### src/rtl/multivoice_fetch_sequencer.sv
// Per-sample-period fetch sequencer: walks the voices in order on each sample_clk rise,
// loading the shared MAR, holding OE through the RAM access and strobing the voice's MDR.
module multivoice_fetch_sequencer #(
  parameter int N_VOICES = 4,
  parameter int RAM_WAIT = 2,
  parameter int SEL_W    = (N_VOICES > 1) ? $clog2(N_VOICES) : 1
) (
  input  logic                Clk,
  input  logic                Reset,
  input  logic                sample_clk,
  input  logic                init,
  input  logic [N_VOICES-1:0] voice_en,
  input  logic [N_VOICES-1:0] done,
  output logic                MAR_LD,
  output logic                OE,
  output logic [N_VOICES-1:0] MDR_LD,
  output logic [SEL_W-1:0]    select,
  output logic                frame_done,
  output logic                overrun
);
  localparam int CNT_W = (RAM_WAIT > 1) ? $clog2(RAM_WAIT) : 1;

  typedef enum logic [2:0] {
    IDLE, WAIT_EDGE, SCAN, WAIT_DONE, LOAD_MAR, RAM_WT, STORE, FRAME_END
  } state_t;

  state_t            state, state_d;
  logic [SEL_W-1:0]  idx, idx_d;
  logic [CNT_W-1:0]  cnt, cnt_d;
  logic              sclk_q, rise, active;

  assign rise   = sample_clk & ~sclk_q;
  assign active = (state != IDLE) && (state != WAIT_EDGE);

  always_ff @(posedge Clk) begin
    if (Reset) begin
      state   <= IDLE;
      idx     <= '0;
      cnt     <= '0;
      sclk_q  <= 1'b0;
      overrun <= 1'b0;
    end else begin
      state   <= state_d;
      idx     <= idx_d;
      cnt     <= cnt_d;
      sclk_q  <= sample_clk;
      // edges during a round are dropped; only flagged
      overrun <= rise & active;
    end
  end

  always_comb begin
    state_d = state;
    idx_d   = idx;
    cnt_d   = cnt;
    case (state)
      IDLE:      if (init) state_d = WAIT_EDGE;
      WAIT_EDGE: if (rise) begin
                   state_d = SCAN;
                   idx_d   = '0;
                 end
      SCAN:      if (!voice_en[idx]) begin
                   if (idx == SEL_W'(N_VOICES-1)) state_d = FRAME_END;
                   else idx_d = idx + 1'b1;
                 end else if (done[idx]) state_d = LOAD_MAR;
                 else state_d = WAIT_DONE;
      WAIT_DONE: if (done[idx]) state_d = LOAD_MAR;
      LOAD_MAR:  begin
                   state_d = RAM_WT;
                   cnt_d   = '0;
                 end
      RAM_WT:    if (cnt == CNT_W'(RAM_WAIT-1)) state_d = STORE;
                 else cnt_d = cnt + 1'b1;
      STORE:     if (idx == SEL_W'(N_VOICES-1)) state_d = FRAME_END;
                 else begin
                   state_d = SCAN;
                   idx_d   = idx + 1'b1;
                 end
      FRAME_END: state_d = WAIT_EDGE;
      default:   state_d = IDLE;
    endcase
  end

  always_comb begin
    MAR_LD     = (state == LOAD_MAR);
    OE         = !((state == RAM_WT) || (state == STORE));
    frame_done = (state == FRAME_END);
    select     = ((state == IDLE) || (state == WAIT_EDGE)) ? '0 : idx;
    MDR_LD     = '0;
    for (int v = 0; v < N_VOICES; v++)
      MDR_LD[v] = (state == STORE) && (idx == SEL_W'(v));
  end
endmodule
### config.mk
export PLATFORM = sky130hd
export DESIGN_NAME = multivoice_fetch_sequencer
export DESIGN_NICKNAME = d
export VERILOG_FILES = /design/src/rtl/multivoice_fetch_sequencer.sv
export SDC_FILE = /design/constraint.sdc
export NUM_CORES = 1
export LEC_CHECK = 0
export CAP_MARGIN = 15
export CORE_MARGIN = 2
export CORE_UTILIZATION = 50
export CTS_BUF_LIST = sky130_fd_sc_hd__clkbuf_4 sky130_fd_sc_hd__clkbuf_8
export DETAILED_ROUTE_END_ITERATION = 6
export PLACE_DENSITY = 0.85
export SYNTH_ARGS = -nofsm -noshare
export SYNTH_HDL_FRONTEND = slang
export SYNTH_SLANG_ARGS = --single-unit
### constraint.sdc
create_clock -name Clk -period 2.3 [get_ports Clk]
set_input_delay 0.345 -clock Clk [delete_from_list [all_inputs] [get_ports Clk]]
set_output_delay 0.345 -clock Clk [all_outputs]
set_load 0.03 [all_outputs]
; ---- Word-level counts from Yosys, hierarchy flattened
; Index checks and enable logic that the tools add are counted.
[classes]
multipliers = 0
mux = 20
shifts = 0
n_reduce_logical = 15
n_div = 0
n_bitwise = 3
order_cmp = 1
n_eq_ne = 17
add_sub_neg = 2
[ops]
columns = cell, count
row1 = $mux 3, 8
row2 = $pmux 3 s8, 1
row3 = $eq 3x3->1 const B, 4
row4 = $ne 2x2->1 const B, 5
row5 = $mux 2, 4
row6 = $eq 3x2->1 const B, 2
row7 = $pmux 2 s3, 1
row8 = $reduce_bool 3->1, 2
row9 = $logic_and 1x1->1, 5
row10 = $reduce_and 5->1, 1
row11 = $bmux 1 s2, 2
row12 = $eq 2x2->1 const B, 2
row13 = $eq 3x1->1 const B, 1
row14 = $logic_not 3->1, 1
row15 = $lt 2x3->1 const B, 1
row16 = $mux 1, 3
row17 = $ne 3x1->1 const B, 1
row18 = $ne 3x3->1 const B, 1
row19 = $reduce_and 3->1, 1
row20 = $add 2x1->2 const B, 1
row21 = $and 1x1->1, 2
row22 = $eq 2x1->1 const B, 1
row23 = $logic_not 2->1, 1
row24 = $logic_or 1x1->1, 2
row25 = other kinds (5), 5
[totals]
ff_bits = 8
output_inout_bits = 10
inputBits = 12
mem_bits_ro = 0
mem_count = 0
mem_bits_rw = 0
wordCells = 63
latchBits = 0

; ---- Depth between registers and ports, before layout
[depth]
word_depth = 5
mapped_depth = 5
depth_no_buf = 5

; ---- Worst setup path before layout
; Ideal clock, no wire load.
[synth_timing]
kind = flip-flop to output port
startpoint = register state[1]
endpoint = output OE
path_stages_with_launch = 4
required_time_ps = 1955
t_arrival_ps = 1314
n_path_buf = 0
path_slack_ps = 641
cell_sequence = dfxtp_1 > or2b_1 > inv_1 > o21ai_0
[synth_between]
elab_chain_len = 3
word_cells_on_any_way = 4
[synth_lines]
columns = item, line_no
row1 = from (decl), 27  ; state_t state, state_d;
row2 = from (signal assigned), 43  ; state <= state_d;
row3 = $eq 3x3->1, 86  ; OE = !((state == RAM_WT) || (state == STORE));
row4 = $logic_or 1x1->1 (*), 86
row5 = $logic_not 1->1 (*), 86
row6 = to (decl), 15  ; output logic OE,
; Mark *: on every way between the ends. The rest lies on a longest branch, timed or not.

; ---- Worst setup path after layout
; Same ends and word-level chain as after synthesis.

==> flow_metrics.tcl <==
set metrics [dict create \
    synth_warnings 0 \
    final_max_slew_viol_count 0 \
    synth_top_cell_by_area "dfxtp_1" \
    reg2reg_to "state[1]" \
    relSlewSlack_pct 69.4 \
    p_leak_nw 0.437 \
    ys_top_cells_by_count "dfxtp_1, nor2_1, mux2i_1" \
    dp_cells 113 \
    synth_area_leaders "dfxtp_1, mux2i_1, ha_1" \
    clock_latency_ns 0.25 \
    grt.total_usage_pct 25.0 \
    ys_seq_area_share_pct 23.0 \
    h-tree-depth 1 \
    cts-root-buf "clkbuf_4" \
    synth_cell_types 37 \
    clock_path_buffers 2 \
    worstPathArrival_ns 1.88 \
    synthCells 79 \
    grt_max_degree 18 \
    fin_cells 116 \
    fin_nets 119 \
    ys_async_sr_fraction_pct 0 \
    min_to "overrun" \
    cpPeakStageDelay_ns 0.70 \
    viasPerCell 6.17 \
    synth.top_cell.area_share_pct 23.0 \
    crit_fanout 9 \
    setup_viol_count_final 0 \
    initial_utilization_pct 53.5 \
    overflow 0 \
    vias 716 \
    hold_violations 0 \
    cp_cell_sequence "or2b_1 > inv_1 > o21ai_0 > clkdlybuf4s50_1" \
    die_y_um 41.3 \
    cap_violations 0 \
    status "completed" \
    cts_tree "built" \
    wl_per_cell_um 15.4 \
    drive_gt1_share_pct 16.8 \
    hp-start "sclk_q" \
    syn_to_final_growth_pct 35.6 \
    ys_ff_latch 8 \
    first_iter_violations 13 \
    syn-num-nets 95 \
    row_count 13 \
    post_cts_buffers 0 \
    fmax_ghz 0.450 \
    cp.required_ns 1.96 \
    synth.avg_cell_area_sq_um 8.81 \
    tightestPinTransition_ns 0.455 \
    power_density_nw_per_um2 627 \
    synth_ff_type "dfxtp_1" \
    ir_drop_mv 0.423 \
    port_buffers 21 \
    reg2reg_setup_slack_ns 0.54 \
    cp-start-kind "flip-flop" \
    gp_congestion 0.906 \
    cts_made_buffers 3 \
    hold_depth 1 \
    min_period_over_period_pct 96.7 \
    critical_path_class "flip-flop to output port" \
    cts_sinks 8 \
    cp-end-kind "output port" \
    grt_first_pass_wirelength_mm 2.75 \
    drtPass1Iterations 5 \
    netlist_area_sq_um 696 \
    antenna_left 0 \
    min_period_ns 2.22 \
    core_area_sq_um 1300 \
    hpwl_mm 1.36 \
    fin_worst_skew_ns 0.00740 \
    synth_enable_flop_cells 0 \
    die_area_sq_um 1710 \
    drc 0 \
    hp-class "flip-flop to flip-flop" \
    path_clk_slew_ns 0.05 \
    first_global_vias 647 \
    wirelength_mm 1.78 \
    r2r_cells 5 \
    fill_cells 113 \
    io_pins 22 \
    slowest_stage "clkdlybuf4s50_1" \
    num_antenna_cells 0 \
    die_x_um 41.3 \
    antenna_found_initial 0 \
    r2r_start "idx[0]" \
    hold_slack_ns 0.469 \
]
-- worst max-delay path: cells and delay by family, from the launching register on --
family	cells	cell delay, ns
buf+inv	2	0.77
compound gates	1	0.18
flops	1	0.46
simple gates	1	0.22
-- worst max-delay path by stage --
stage                     startpoint   endpoint  slack [ns]  cells after the start
after global placement      state[1]  MDR_LD[1]        0.30                      4
final                       state[1]         OE        0.08                      4
after global routing        state[1]         OE      -0.006                      4
after CTS                   state[0]         OE        0.02                      4
after floorplan             state[1]         OE        0.64                      3
after detailed placement    state[1]  MDR_LD[0]        0.19                      4
-- cell families (layout without fill, tap and decap cells) --
group	Yosys count	count (layout)	share of synthesized area, %
AND/OR/NAND/NOR	35	35	29.9
AO/OA/AOI/OAI	15	15	18.3
multiplexers	9	9	15.1
flip-flops	8	8	23.0
buffers and inverters	8	30	6.47
adder cells (fa/ha/maj)	4	4	7.19
-- power breakdown --
part	internal, mW	switching, mW	total, mW
sequential	0.164	0.0545	0.219
combinational	0.126	0.142	0.268
clock	0.0595	0.0448	0.104
-- registers in the layout, summed over array words and instances (netlist names) --
register,flops
idx,2
overrun,1
sclk_q,1
cnt,1
state,3
-- per-layer routing --
layer | share of wire [%] | GRT usage [%] | vias to the layer above
li1 | - | - | 341
met1 | 41 | 27.6 | 335
met2 | 50 | 44.5 | 34
met3 | 6.2 | 9.57 | 6
met4 | 2.6 | 6.45 | 0
met5 | 0 | 0 | -
-- layout by cell type, fill, tap and decap left out, types with 2 or more instances in the layout --
cell type	count
mux2i_1	6
mux2_2	2
clkbuf_4	3
dlymetal6s2s_1	4
nor3b_1	2
or2b_1	2
a21oi_1	2
dfxtp_2	2
dfxtp_1	6
clkdlybuf4s50_1	17
ha_1	4
nor2_1	7
o211ai_1	4
and3_1	5
nand2_1	3
nor3_1	3
inv_1	5
-- per-stage QoR --
stage          area [sq um]  power, mW   TNS, ns  setup slack, ns  util [%]
5_1_grt                 943      0.627  -0.00633         -0.00633      72.5
3_5_place_dp            906      0.478         0            0.192      69.6
2_1_floorplan           696      0.417         0            0.641         -
4_1_cts                 931      0.588         0           0.0168      71.5
6_report                943      0.591         0           0.0766      72.5
3_3_place_gp            906      0.466         0            0.303      69.6
-- layout make-up --
| type | count | area, sq um | share of cell area (%) |
|---|---|---|---|
| Clock buffer | 3 | 22.5 | 2.39 |
| Inverter | 5 | 18.8 | 1.99 |
| Multi-Input combinational cell | 63 | 493 | 52.3 |
| Sequential cell | 8 | 163 | 17.2 |
| Tap cell | 15 | 18.8 | 1.99 |
| Timing Repair Buffer | 22 | 228 | 24.1 |
-- timing repair --
item	4_1_cts	5_1_grt
endpoints found under the setup margin	4	6
resized for setup	1	6
hold buffers	0	0
pin swaps	0	0
hold endpoints to repair	0	0
cloned	0	0
Note: power is estimated with default switching activity, not from simulation.
